## src/rtl/mmio_resp_sched_pkg.sv

```systemverilog
// -----------------------------------------------------------------------------
// mmio_resp_sched_pkg
// Constants shared by the L2 MMIO port, the peripherals and the response
// scheduler: the UMEM response status encoding, the scheduler state
// encoding and the widths of the MMIO address/data/debug-counter fields.
// -----------------------------------------------------------------------------
package mmio_resp_sched_pkg;

  localparam int DATA_W = 64;
  localparam int ADDR_W = 32;
  localparam int CNT_W  = 16;

  typedef logic [1:0] umemOk_t;

  localparam umemOk_t UMEM_READY = 2'b00;
  localparam umemOk_t UMEM_OK    = 2'b01;
  localparam umemOk_t UMEM_HOLD  = 2'b10;
  localparam umemOk_t UMEM_FAULT = 2'b11;

  typedef logic [1:0] schedState_t;

  localparam schedState_t ST_IDLE  = 2'd0;
  localparam schedState_t ST_WAIT  = 2'd1;
  localparam schedState_t ST_LOCK  = 2'd2;
  localparam schedState_t ST_FAULT = 2'd3;

endpackage

```

## src/rtl/mmio_resp_sched_prio_enc.sv

```systemverilog
// -----------------------------------------------------------------------------
// mmio_prio_enc
// Combinational finder over the per-slot status bus: reports whether any
// slot is non-READY, the lowest such slot index (slot 0 wins), and whether
// more than one slot is non-READY at the same time.
//   devOK  in  2*NDEV  per-slot status, slot i at [2i+1:2i]
//   hit    out 1       at least one slot is non-READY
//   idx    out IDXW    lowest non-READY slot (0 when hit is low)
//   multi  out 1       two or more slots are non-READY
// -----------------------------------------------------------------------------
module mmio_prio_enc
  import mmio_resp_sched_pkg::*;
#(
  parameter  int NDEV = 6,
  localparam int IDXW = (NDEV > 1) ? $clog2(NDEV) : 1
) (
  input  logic [2*NDEV-1:0] devOK,
  output logic              hit,
  output logic [IDXW-1:0]   idx,
  output logic              multi
);

  always_comb begin
    hit   = 1'b0;
    idx   = '0;
    multi = 1'b0;
    // Ascending scan: the first responder claims idx, any later one only
    // flags the multi-hit.
    for (int i = 0; i < NDEV; i++) begin
      if (devOK[2*i +: 2] != UMEM_READY) begin
        if (hit) begin
          multi = 1'b1;
        end else begin
          idx = IDXW'(i);
        end
        hit = 1'b1;
      end
    end
  end

endmodule

```

## src/rtl/mmio_resp_sched.sv

```systemverilog
// -----------------------------------------------------------------------------
// mmio_resp_sched
// Sequences each MMIO transaction from the L2 MMIO port across the
// peripheral response slots. The first slot to answer is locked for the
// rest of the transaction; an access nobody answers within TIMEOUT cycles
// is completed with FAULT so the core never stalls forever. Bus misses and
// multi-responder conflicts are recorded for debug.
//   clock         in   system clock
//   reset         in   synchronous, active-high
//   mmioAddr      in   32   request address from L2
//   mmioOpm       in   5    request opcode, 0 = no request
//   mmioInData    out  64   registered response data to L2
//   mmioOK        out  2    registered response status to L2
//   devOK         in   2*NDEV   per-slot status
//   devData       in   64*NDEV  per-slot read data
//   busy          out  1    a transaction is in progress
//   dbgMissAddr   out  32   address of the most recent timed-out access
//   dbgMissCount  out  16   saturating timeout count
//   dbgConflict   out  1    sticky multi-responder flag
// Registered outputs always take the value belonging to the state being
// entered, so a slot's status reaches L2 one cycle after it appears.
// -----------------------------------------------------------------------------
module mmio_resp_sched
  import mmio_resp_sched_pkg::*;
#(
  parameter int NDEV    = 6,
  parameter int TIMEOUT = 1024
) (
  input  logic                     clock,
  input  logic                     reset,
  input  logic [ADDR_W-1:0]        mmioAddr,
  input  logic [4:0]               mmioOpm,
  output logic [DATA_W-1:0]        mmioInData,
  output logic [1:0]               mmioOK,
  input  logic [2*NDEV-1:0]        devOK,
  input  logic [DATA_W*NDEV-1:0]   devData,
  output logic                     busy,
  output logic [ADDR_W-1:0]        dbgMissAddr,
  output logic [CNT_W-1:0]         dbgMissCount,
  output logic                     dbgConflict
);

  localparam int SELW = (NDEV > 1) ? $clog2(NDEV) : 1;
  localparam logic [CNT_W-1:0] TIMER_LAST = CNT_W'(TIMEOUT - 1);

  function automatic logic [CNT_W-1:0] satInc(input logic [CNT_W-1:0] v);
    return (v == {CNT_W{1'b1}}) ? v : v + 1'b1;
  endfunction

  schedState_t       state;
  logic [CNT_W-1:0]  timer;
  logic [SELW-1:0]   sel;
  logic [ADDR_W-1:0] reqAddr;

  logic              anyHit;
  logic [SELW-1:0]   hitIdx;
  logic              multiHit;
  umemOk_t           selOK;
  logic [DATA_W-1:0] selData;
  logic              reqActive;

  mmio_prio_enc #(.NDEV(NDEV)) uPrioEnc (
    .devOK (devOK),
    .hit   (anyHit),
    .idx   (hitIdx),
    .multi (multiHit)
  );

  assign selOK     = devOK[2*sel +: 2];
  assign selData   = devData[DATA_W*sel +: DATA_W];
  assign reqActive = (mmioOpm != 5'd0);
  assign busy      = (state != ST_IDLE);

  always_ff @(posedge clock) begin
    if (reset) begin
      state        <= ST_IDLE;
      timer        <= '0;
      sel          <= '0;
      mmioOK       <= UMEM_READY;
      mmioInData   <= '0;
      dbgMissAddr  <= '0;
      dbgMissCount <= '0;
      dbgConflict  <= 1'b0;
    end else begin
      case (state)
        ST_IDLE: begin
          mmioOK     <= UMEM_READY;
          mmioInData <= '0;
          if (reqActive) begin
            state   <= ST_WAIT;
            timer   <= '0;
            reqAddr <= mmioAddr;
          end
        end
        ST_WAIT: begin
          mmioOK     <= UMEM_READY;
          mmioInData <= '0;
          if (!reqActive) begin
            state <= ST_IDLE;
          end else if (anyHit) begin
            // A responder beats a timeout expiring in the same cycle.
            state      <= ST_LOCK;
            sel        <= hitIdx;
            mmioOK     <= devOK[2*hitIdx +: 2];
            mmioInData <= devData[DATA_W*hitIdx +: DATA_W];
            if (multiHit) dbgConflict <= 1'b1;
          end else if (timer == TIMER_LAST) begin
            state        <= ST_FAULT;
            mmioOK       <= UMEM_FAULT;
            dbgMissAddr  <= reqAddr;
            dbgMissCount <= satInc(dbgMissCount);
          end else begin
            timer <= timer + 1'b1;
          end
        end
        ST_LOCK: begin
          // A slot dropping back to READY while the request is still up
          // keeps the lock; L2 simply sees READY until it retires.
          if (selOK == UMEM_READY && !reqActive) begin
            state      <= ST_IDLE;
            mmioOK     <= UMEM_READY;
            mmioInData <= '0;
          end else begin
            mmioOK     <= selOK;
            mmioInData <= selData;
          end
        end
        ST_FAULT: begin
          mmioInData <= '0;
          if (!reqActive) begin
            state  <= ST_IDLE;
            mmioOK <= UMEM_READY;
          end else begin
            mmioOK <= UMEM_FAULT;
          end
        end
        default: begin
          state      <= ST_IDLE;
          mmioOK     <= UMEM_READY;
          mmioInData <= '0;
        end
      endcase
    end
  end

endmodule
```

## config.mk

```make
export PLATFORM = sky130hd
export DESIGN_NAME = mmio_resp_sched
export DESIGN_NICKNAME = d
export VERILOG_FILES = /design/src/rtl/mmio_resp_sched_pkg.sv /design/src/rtl/mmio_resp_sched_prio_enc.sv /design/src/rtl/mmio_resp_sched.sv
export SDC_FILE = /design/constraint.sdc
export NUM_CORES = 1
export LEC_CHECK = 0
export CORE_AREA = 2 2 212 214
export CTS_CLUSTER_SIZE = 20
export DETAILED_ROUTE_END_ITERATION = 8
export DIE_AREA = 0 0 214 216
export GPL_ROUTABILITY_DRIVEN = 0
export PLACE_DENSITY = 0.57
export SYNTH_ARGS = -nofsm -noshare
export SYNTH_HDL_FRONTEND = slang
export SYNTH_SLANG_ARGS = --single-unit
```

## constraint.sdc

```tcl
create_clock -name clock -period 4.5 [get_ports clock]
set_input_delay 0.9 -clock clock [delete_from_list [all_inputs] [get_ports clock]]
set_output_delay 0.9 -clock clock [all_outputs]
set_load 0.05 [all_outputs]
```

==> Yosys cells after proc, flatten, opt, wreduce, memory -nomap -nowiden <==
Index checks and enable logic that the tools add are counted.
{ "totals": {"inputBits": 435, "output_inout_bits": 116, "word_cells": 99, "register_bits": 168} }
{ "op_classes": {"eq_ne": 12, "bitwise_logic": 3, "shift": 4, "muxes": 48, "reduce_logical": 21, "n_addsub": 2} }
{ "ops": {"columns": ["op", "count"], "rows": [
  ["indexed part select 384 x 10 -> 64 bit", 2],
  ["2-to-1 mux 64 bit", 3],
  ["one-hot mux 64 bit (3 select lines)", 1],
  ["2-to-1 mux 16 bit", 4],
  ["adder 16 x 1 -> 16 bit, second input constant", 2],
  ["one-hot mux 16 bit (2 select lines)", 1],
  ["2-to-1 mux 3 bit", 9],
  ["indexed part select 12 x 5 -> 2 bit", 2],
  ["2-to-1 mux 2 bit", 11],
  ["2-to-1 mux 1 bit", 17],
  ["equality test 16 x 10 -> 1 bit, second input constant", 1],
  ["equality test 16 bit, second input constant", 1],
  ["one-hot mux 2 bit (4 select lines)", 2],
  ["nonzero test 2 bit", 8],
  ["!= test 2 bit, second input constant", 6],
  ["AND reduction 4 bit", 3],
  ["AND reduction 5 bit", 2],
  ["AND reduction 3 bit", 2],
  ["nonzero test 5 bit", 1],
  ["equality test 2 bit, second input constant", 2],
  ["zero test 2 bit", 2],
  ["!= test 4 bit, second input constant", 1],
  ["NOT 1 bit", 3],
  ["equality test 2 x 1 -> 1 bit, second input constant", 1],
  ["3 further kinds", 3]
]} }

==> Longest topological paths before layout <==
Gate-level depths: netlist (run 1).
{ "depth": {"ltp_word": 16, "depth_mapped": 10, "depth_no_buf": 7} }

==> Hierarchy <==
Synthesis (run 1) repeated with hierarchy kept, for this count alone.
{ "hier_totals": {"cells_unflattened": 1372, "hier_area_um2": 12404.4} }
{ "modules_own_cells": {"columns": ["mod", "seq_area_each_um2", "instances", "area_per_inst_um2", "cells_each"], "rows": [
  ["mmio_resp_sched", 3683.5, 1, 12266.8, 1351],
  ["mmio_prio_enc", 0.0, 1, 137.6, 21]
]} }

==> Least setup slack after synthesis (run 1) <==
OpenSTA, ideal clock, no wires.
{ "synth_path": {"kind": "input to register", "startpoint": "input port reset", "endpoint": "register reqAddr[0] (enable)", "path_buffers": 2, "arrival_time_ps": 3541, "required_ps": 4039, "slack_ps": 498, "stages": 3, "setup_time_ps": 461, "path_cell_list": "clkbuf_1 -> clkbuf_1 -> nor3_1"} }
{ "synth_via": {"elab_chain_len": 2} }
{ "synth_lines": {"columns": ["item", "line", "source"], "rows": [
  ["from (decl)", "mmio_resp_sched.sv:30", "input logic reset,"],
  ["NOT 1 bit (no source line)", null, null],
  ["AND reduction 3 bit (no source line)", null, null],
  ["to (signal assigned)", "mmio_resp_sched.sv:92", "reqAddr <= mmioAddr;"],
  ["to (decl)", "mmio_resp_sched.sv:53", "logic [ADDR_W-1:0] reqAddr;"]
]} }
No other way between the ends.
A chain may end at the register's enable or synchronous reset.

==> Worst setup path after layout (run 1) <==
{ "layout_path": {"startpoint": "input port devOK[2]", "endpoint": "register mmioInData[31]"} }
{ "layout_via": {"elab_chain_len": 14, "elab_cells_between_ends": 23, "cone_classes": "shift: 2; mux: 18; reduce/logical: 3"} }
{ "layout_lines": {"columns": ["item", "line", "source"], "rows": [
  ["from (decl)", "mmio_resp_sched.sv:35", "input logic [2*NDEV-1:0] devOK,"],
  ["nonzero test 2 bit", "mmio_resp_sched_prio_enc.sv:30", "if (devOK[2*i +: 2] != UMEM_READY) begin"],
  ["2-to-1 mux 3 bit / 2-to-1 mux 1 bit (equally long branches)", "mmio_resp_sched_prio_enc.sv:30", null],
  ["2-to-1 mux 3 bit", "mmio_resp_sched_prio_enc.sv:31", "if (hit) begin"],
  ["2-to-1 mux 3 bit", "mmio_resp_sched_prio_enc.sv:30", null],
  ["2-to-1 mux 3 bit", "mmio_resp_sched_prio_enc.sv:31", null],
  ["2-to-1 mux 3 bit", "mmio_resp_sched_prio_enc.sv:30", null],
  ["2-to-1 mux 3 bit", "mmio_resp_sched_prio_enc.sv:31", null],
  ["2-to-1 mux 3 bit", "mmio_resp_sched_prio_enc.sv:30", null],
  ["2-to-1 mux 3 bit", "mmio_resp_sched_prio_enc.sv:31", null],
  ["2-to-1 mux 3 bit", "mmio_resp_sched_prio_enc.sv:30", null],
  ["indexed part select 384 x 10 -> 64 bit", "mmio_resp_sched.sv:105", "mmioInData <= devData[DATA_W*hitIdx +: DATA_W];"],
  ["2-to-1 mux 64 bit", "mmio_resp_sched.sv:100", "end else if (anyHit) begin"],
  ["2-to-1 mux 64 bit", "mmio_resp_sched.sv:98", "if (!reqActive) begin"],
  ["one-hot mux 64 bit (3 select lines) (*)", "mmio_resp_sched.sv:85", "case (state)"],
  ["to (signal assigned)", "mmio_resp_sched.sv:105", null],
  ["to (signal assigned)", "mmio_resp_sched.sv:125", "mmioInData <= selData;"],
  ["to (decl)", "mmio_resp_sched.sv:33", "output logic [DATA_W-1:0] mmioInData,"]
]} }
Every way passes the cells marked *; elsewhere a longest branch is shown, timed or not.

==> results.sh, run 1 <==
export IMPL_status="finished, final reports clean"
export IMPL_clk_latency_ps=500
export IMPL_vias=13800
export IMPL_worst_slew_pin_slew_ps=1070
export IMPL_cp_max_fo=140
export IMPL_grt_use_met2_pct=42.5
export IMPL_synth_seq_cells=168
export IMPL_cts_setup_buffers=0
export IMPL_rsz0062_at_grt="false"
export IMPL_dp_hpwl_um=43100
export IMPL_grt_pass1_wl_um=91600
export IMPL_io_pins=551
export IMPL_final_setup_tns_ps=0
export IMPL_drc=0
export IMPL_track_usage_pct=26.2
export IMPL_register_area_um2=3690
export IMPL_synth_area_per_cell_um2=8.61
export IMPL_die_y_um=216
export IMPL_ys_types=63
export IMPL_r2r_start="state[0]"
export IMPL_netlist_area_um2=12200
export IMPL_netlist_instances=1422
export IMPL_min_period_over_period_pct=76.0
export IMPL_r2r_end="mmioInData[48]"
export IMPL_clock_fmax_mhz=292
export IMPL_p_int_uw=3140
export IMPL_grt_start_max_net_pins=141
export IMPL_top_usage_layer="met2"
export IMPL_first_iter_violations=1652
export IMPL_rr_worst_depth=7
export IMPL_postCtsHoldBufs=0
export IMPL_die_w_um=214
export IMPL_cts_sinks=168
export IMPL_clkPwrFrac_pct=31.7
export IMPL_io_buffers=550
export IMPL_skew_ps=18.1
export IMPL_synth_ff_type="dfxtp_1"
export IMPL_clkTransAtPathRegs_ps=80
export IMPL_numCtsBuffers=17
export IMPL_drv_slew=0
export IMPL_wl_per_cell_um=24.8
export IMPL_grt_use_met1_pct=32.0
export IMPL_synth_edf_count=32
export IMPL_cts_root_buf="clkbuf_16"
export IMPL_setup_viol=0
export IMPL_drive_gt1_share_pct=8.37
export IMPL_start_util_pct=27.9
export IMPL_multi_input_area_um2=7790
export IMPL_placementRows=77
export IMPL_power_density_nw_per_um2=254
export IMPL_min_period_ps=3420
export IMPL_final_nets=2323
export IMPL_cts_tree="built"
export IMPL_critPathLaunchType="input pin"
export IMPL_relSlewSlack_pct=28.7
export IMPL_p_leak_uw=0.00679
export IMPL_syn_num_nets=1859
export IMPL_postSynth_asyncResetShare_pct=0
export IMPL_critPathKind="in2reg"
export IMPL_power_switching_uw=1660
export IMPL_antenna_left=0
export IMPL_critPathRequiredTime_ps=4870
export IMPL_pwr_share_comb_pct=33.1
export IMPL_reg2reg_setup_slack_ps=1490
export IMPL_htreeDepth=4
export IMPL_yosysWarnings=0
export IMPL_die_area_um2=46200
export IMPL_fillCellCount=4300
export IMPL_grt_overflow=0
export IMPL_seqPwrFrac_pct=35.2
export IMPL_worstPathArrival_ps=3790
export IMPL_dr_pass1_iters=8
export IMPL_routed_wl_um=62000
export IMPL_vdd_drop_max_uv=340
export IMPL_synthToLayoutAreaGrowth_pct=54.5
export IMPL_min_path_type="reg2reg"
export IMPL_use_met3_pct=8.37
export IMPL_finalHoldWorstSlack_ps=455
export IMPL_maxCapViolCount=0
export IMPL_endpoint_kind="flip-flop"
export IMPL_antenna_found_initial=14
export IMPL_post_cts_resized=0
export IMPL_grt_pass1_vias=13600
export IMPL_crit_end="mmioInData[31]"
export IMPL_startpoint="devOK[2]"
export IMPL_clockBufferDepth=2
export IMPL_finalHoldViolations=0
export IMPL_vias_per_cell=5.53
export IMPL_coreArea_um2=43800
export IMPL_swShare_pct=34.6
export IMPL_ys_seq_area_share_pct=30.1
layout by cell type, fill, tap and decap left out, types with 22 or more instances in the layout:
| cell type | count |
|---|---|
| inv_1 | 69 |
| nand3_1 | 76 |
| nor2_1 | 48 |
| xnor2_1 | 22 |
| nand2_1 | 262 |
| mux2i_1 | 126 |
| a21oi_1 | 58 |
| o22ai_1 | 103 |
| mux4_2 | 66 |
| and3_1 | 41 |
| clkdlybuf4s50_1 | 549 |
| buf_4 | 25 |
| a32o_1 | 60 |
| edfxtp_1 | 32 |
| a211oi_1 | 38 |
| dfxtp_1 | 133 |
flip-flops by register name, indices dropped and copies added, names as in the netlist:
name          flops
mmioInData       64
dbgMissAddr      32
reqAddr          32
dbgMissCount     16
timer            16
sel               3
mmioOK            2
state             2
dbgConflict       1
metal layers:
metal,wire [um],up-vias
li1,-,6295
met1,24600,6705
met2,29500,724
met3,5530,110
met4,2320,4
met5,27,-
through the flow:
step / cells / setup WS [ps] / utilization, % / instance area (um2) / total power [uW]
6_report: 2502 / 1080 / 43.1 / 18900 / 4800
4_1_cts: 2491 / 1080 / 43.1 / 18900 / 4860
3_3_place_gp: 2459 / 712 / 41.8 / 18300 / 3290
3_5_place_dp: 2459 / 663 / 41.8 / 18300 / 3300
2_1_floorplan: 1422 / 498 / - / 12200 / 2510
5_1_grt: 2501 / 965 / 43.1 / 18900 / 5000
cells by family after synthesis:
group | count (synthesis) | synth area share (%)
AOI/OAI and AO/OA | 326 | 19.1
xor gates and xnor gates | 28 | 2.00
adders and majority gates | 2 | 0.204
buffers and inverters | 206 | 6.90
DFF | 168 | 30.1
muxes | 196 | 22.8
and+or+nand+nor | 496 | 18.9
power by group through the flow:
stage / sequential [uW] / clock (uW) / combinational (uW)
floorplan: 1960 / 0 / 556
global placement: 1720 / 0 / 1570
detailed placement: 1720 / 0 / 1580
CTS: 1690 / 1590 / 1590
global route: 1700 / 1630 / 1670
finish: 1690 / 1520 / 1590
synth_stat cells, types with 6 or more instances:
master / instances / area share, %
a211oi_1: 38 / 2.3
a21oi_1: 58 / 2.4
a31oi_1: 10 / 0.51
a32o_1: 60 / 4.9
a32oi_1: 17 / 1.2
and3_1: 41 / 2.1
buf_1: 14 / 0.43
buf_2: 42 / 1.7
clkbuf_1: 76 / 2.3
dfxtp_1: 136 / 22
edfxtp_1: 32 / 7.8
inv_1: 69 / 2.1
mux2i_1: 126 / 10
mux4_2: 66 / 12
nand2_1: 264 / 8.1
nand3_1: 76 / 3.1
nand4_1: 16 / 0.82
nor2_1: 50 / 1.5
nor3_1: 7 / 0.29
nor4_1: 8 / 0.41
o21ai_0: 11 / 0.45
o22ai_1: 103 / 5.3
xnor2_1: 22 / 1.6
xor2_1: 6 / 0.43
worst min path at each step:
stage	from	endpoint	slack [ps]	cells past startpoint
6_report	dbgMissAddr[19]	dbgMissAddr[19]	450	2
5_1_grt	dbgMissAddr[19]	dbgMissAddr[19]	480	2
4_1_cts	dbgMissAddr[19]	dbgMissAddr[19]	460	2
3_5_place_dp	dbgMissAddr[19]	dbgMissAddr[19]	450	2
3_3_place_gp	dbgMissAddr[14]	dbgMissAddr[14]	440	2
2_1_floorplan	timer[0]	timer[0]	450	2
worst max-delay path: stages:
cell and delay [ps]:
clkdlybuf4s50_1 580, nor4_1 490, buf_4 220, o31ai_4 100
nand2_4 110, buf_12 400, mux2i_1 280, o22ai_1 100
a32o_1 290
area by class of cell:
type | instances | share of cell area [%]
diodes | 11 | 0.146
clock buffers | 19 | 2.34
clock inverters | 13 | 0.655
inverters | 69 | 1.37
multi-input cells | 1048 | 41.2
flip-flops and latches | 168 | 19.5
well taps | 592 | 3.92
repair buffers | 582 | 30.8
Note: power is estimated with default switching activity, not from simulation.
==> run 2: changes to the inputs <==
--- a/config.mk
+++ b/config.mk
@@ -10,7 +10,7 @@
 export DETAILED_ROUTE_END_ITERATION = 8
 export DIE_AREA = 0 0 214 216
 export GPL_ROUTABILITY_DRIVEN = 0
-export PLACE_DENSITY = 0.57
+export PLACE_DENSITY = 0.6
 export SYNTH_ARGS = -nofsm -noshare
 export SYNTH_HDL_FRONTEND = slang
 export SYNTH_SLANG_ARGS = --single-unit
==> constraint.sdc (replaced) <==
create_clock -name clock -period 3.01 [get_ports clock]
set_input_delay 0.602 -clock clock [delete_from_list [all_inputs] [get_ports clock]]
set_output_delay 0.602 -clock clock [all_outputs]
set_load 0.05 [all_outputs]
==> run 2 against run 1 <==
Die area unchanged. Non-clock buffer count up 79. First-iteration DRC count down 3.4%. Utilization up 2.1 points. Highest routed layer unchanged. Register-to-register slack worse by 1100 ps. Worst setup slack worse by 930 ps. Sequential power up 49%. Routed wire length down 0.67%. Clock skew down 4.2 ps. Critical path type is now reg2out. Design area up 4.8%.
==> results.sh, run 2 (synthesized netlist as in run 1, its figures left out) <==
export IMPL_status="finished, final reports clean"
export IMPL_die_area_um2=46200
export IMPL_numCtsBuffers=17
export IMPL_clockBufferDepth=2
export IMPL_final_cell_mix="549 x clkdlybuf4s50_1, 262 x nand2_1, 133 x dfxtp_1"
export IMPL_wl_per_cell_um=23.8
export IMPL_placementRows=77
export IMPL_vias_per_cell=5.52
export IMPL_grt_pass1_vias=14300
export IMPL_vias=14300
export IMPL_seqPwrFrac_pct=34.4
export IMPL_drive_gt1_share_pct=12.0
export IMPL_routed_wl_um=61600
export IMPL_relSlewSlack_pct=7.35
export IMPL_min_period_over_period_pct=95.1
export IMPL_coreArea_um2=43800
export IMPL_largest_reg_flops=64
export IMPL_critPathRequiredTime_ps=2410
export IMPL_r2r_end="mmioInData[37]"
export IMPL_reg_largest_list="mmioInData x64, dbgMissAddr x32, reqAddr x32"
export IMPL_synthToLayoutAreaGrowth_pct=61.8
export IMPL_vdd_drop_max_uv=501
export IMPL_critPathKind="reg2out"
export IMPL_power_density_nw_per_um2=369
export IMPL_postPlaceCellArea_um2=19200
export IMPL_min_period_ps=2860
export IMPL_largest_register="mmioInData"
export IMPL_dr_pass1_iters=5
export IMPL_hold_depth=2
export IMPL_rr_worst_depth=7
export IMPL_swShare_pct=33.5
export IMPL_cts_sinks=168
export IMPL_fillCellCount=4176
export IMPL_io_pins=551
export IMPL_clock_fmax_mhz=349
export IMPL_skew_ps=13.9
export IMPL_track_usage_pct=25.9
export IMPL_maxCapViolCount=0
export IMPL_pwr_share_comb_pct=34.4
export IMPL_p_leak_uw=0.00729
export IMPL_register_area_um2=3690
export IMPL_finalHoldViolations=0
export IMPL_cts_root_buf="clkbuf_16"
export IMPL_grt_overflow=0
export IMPL_grt_pass1_wl_um=91200
export IMPL_final_nets=2402
export IMPL_min_path_type="reg2reg"
export IMPL_clk_latency_ps=460
export IMPL_die_w_um=214
export IMPL_antenna_found_initial=17
export IMPL_r2r_start="state[1]"
export IMPL_endpoint_kind="primary output"
export IMPL_dp_hpwl_um=45800
export IMPL_hold_path_endpoint="dbgMissAddr[7]"
export IMPL_first_iter_violations=1596
export IMPL_critPathLaunchType="flip-flop"
export IMPL_htreeDepth=4
export IMPL_die_y_um=216
export IMPL_postCtsHoldBufs=0
export IMPL_p_int_uw=4860
export IMPL_finalHoldWorstSlack_ps=467
export IMPL_drc=0
export IMPL_stdcell_area_um2=19800
export IMPL_clkTransAtPathRegs_ps=70
export IMPL_grt_start_max_net_pins=84
export IMPL_cts_setup_buffers=0
export IMPL_cp_max_fo=16
export IMPL_worst_slew_pin_slew_ps=1380
export IMPL_drv_slew=0
export IMPL_worstPathArrival_ps=2260
export IMPL_clkPwrFrac_pct=31.2
export IMPL_hold_start="dbgMissAddr[7]"
export IMPL_setup_viol=0
export IMPL_power_switching_uw=2450
export IMPL_rsz0062_at_grt="false"
export IMPL_final_common_cell="clkdlybuf4s50_1"
export IMPL_io_buffers=550
export IMPL_reg2reg_setup_slack_ps=400
export IMPL_start_util_pct=27.9
export IMPL_antenna_left=0
export IMPL_post_cts_resized=0
export IMPL_cts_tree="built"
export IMPL_multi_input_area_um2=7800
-- run 2: worst max-delay path, cell delays in order (launching register included) --
cell and delay [ps]:
dfxtp_1 420, buf_4 260, nor2_1 110, inv_1 180, clkdlybuf4s50_1 830
-- run 2: cell type report --
cell class | count | area share [%]
repair buffers | 661 | 33.8
diodes | 16 | 0.202
clock buffers | 18 | 2.17
well taps | 592 | 3.74
flip-flops and latches | 168 | 18.6
inverters | 69 | 1.31
multi-input cells | 1048 | 39.4
clock inverters | 14 | 0.783
-- run 2: per-stage QoR --
| stage | power [uW] | cells | setup TNS, ps | worst slack (ps) | util [%] |
|---|---|---|---|---|---|
| floorplan | 3760 | 1422 | 0 | 274 | - |
| global placement | 5050 | 2538 | -3820 | -174 | 43.8 |
| detailed placement | 5070 | 2538 | -3710 | -168 | 43.8 |
| CTS | 7380 | 2570 | 0 | 121 | 45.1 |
| global route | 7610 | 2581 | 0 | 22.7 | 45.2 |
| finish | 7320 | 2586 | 0 | 148 | 45.2 |
-- run 2: power groups by stage --
stage | clock network (uW) | registers [uW] | logic (uW)
floorplan | 0 | 2920 | 832
detailed placement | 0 | 2560 | 2500
global placement | 0 | 2560 | 2490
global route | 2430 | 2520 | 2660
CTS | 2350 | 2510 | 2520
finish | 2280 | 2510 | 2520
-- run 2: routing by layer --
| layer | global-route usage (%) | wire, um | part of all wire [%] | vias to the layer above |
|---|---|---|---|---|
| li1 | - | - | - | 6459 |
| met1 | 30.8 | 23800 | 39 | 6887 |
| met2 | 43.2 | 29800 | 48 | 802 |
| met3 | 7.48 | 5560 | 9.0 | 117 |
| met4 | 11.8 | 2330 | 3.8 | 4 |
| met5 | 0 | 27 | 0.044 | - |
-- run 2: worst max path at each step --
| stage | from | depth (start not counted) | slack (ps) | to |
|---|---|---|---|---|
| 3_5_place_dp | devOK[5] | 6 | -170 | mmioInData[7] |
| 2_1_floorplan | reset | 3 | 270 | reqAddr[0] |
| 6_report | state[0] | 4 | 150 | busy |
| 5_1_grt | state[0] | 4 | 20 | busy |
| 3_3_place_gp | devOK[8] | 6 | -170 | mmioInData[7] |
| 4_1_cts | state[0] | 4 | 120 | busy |
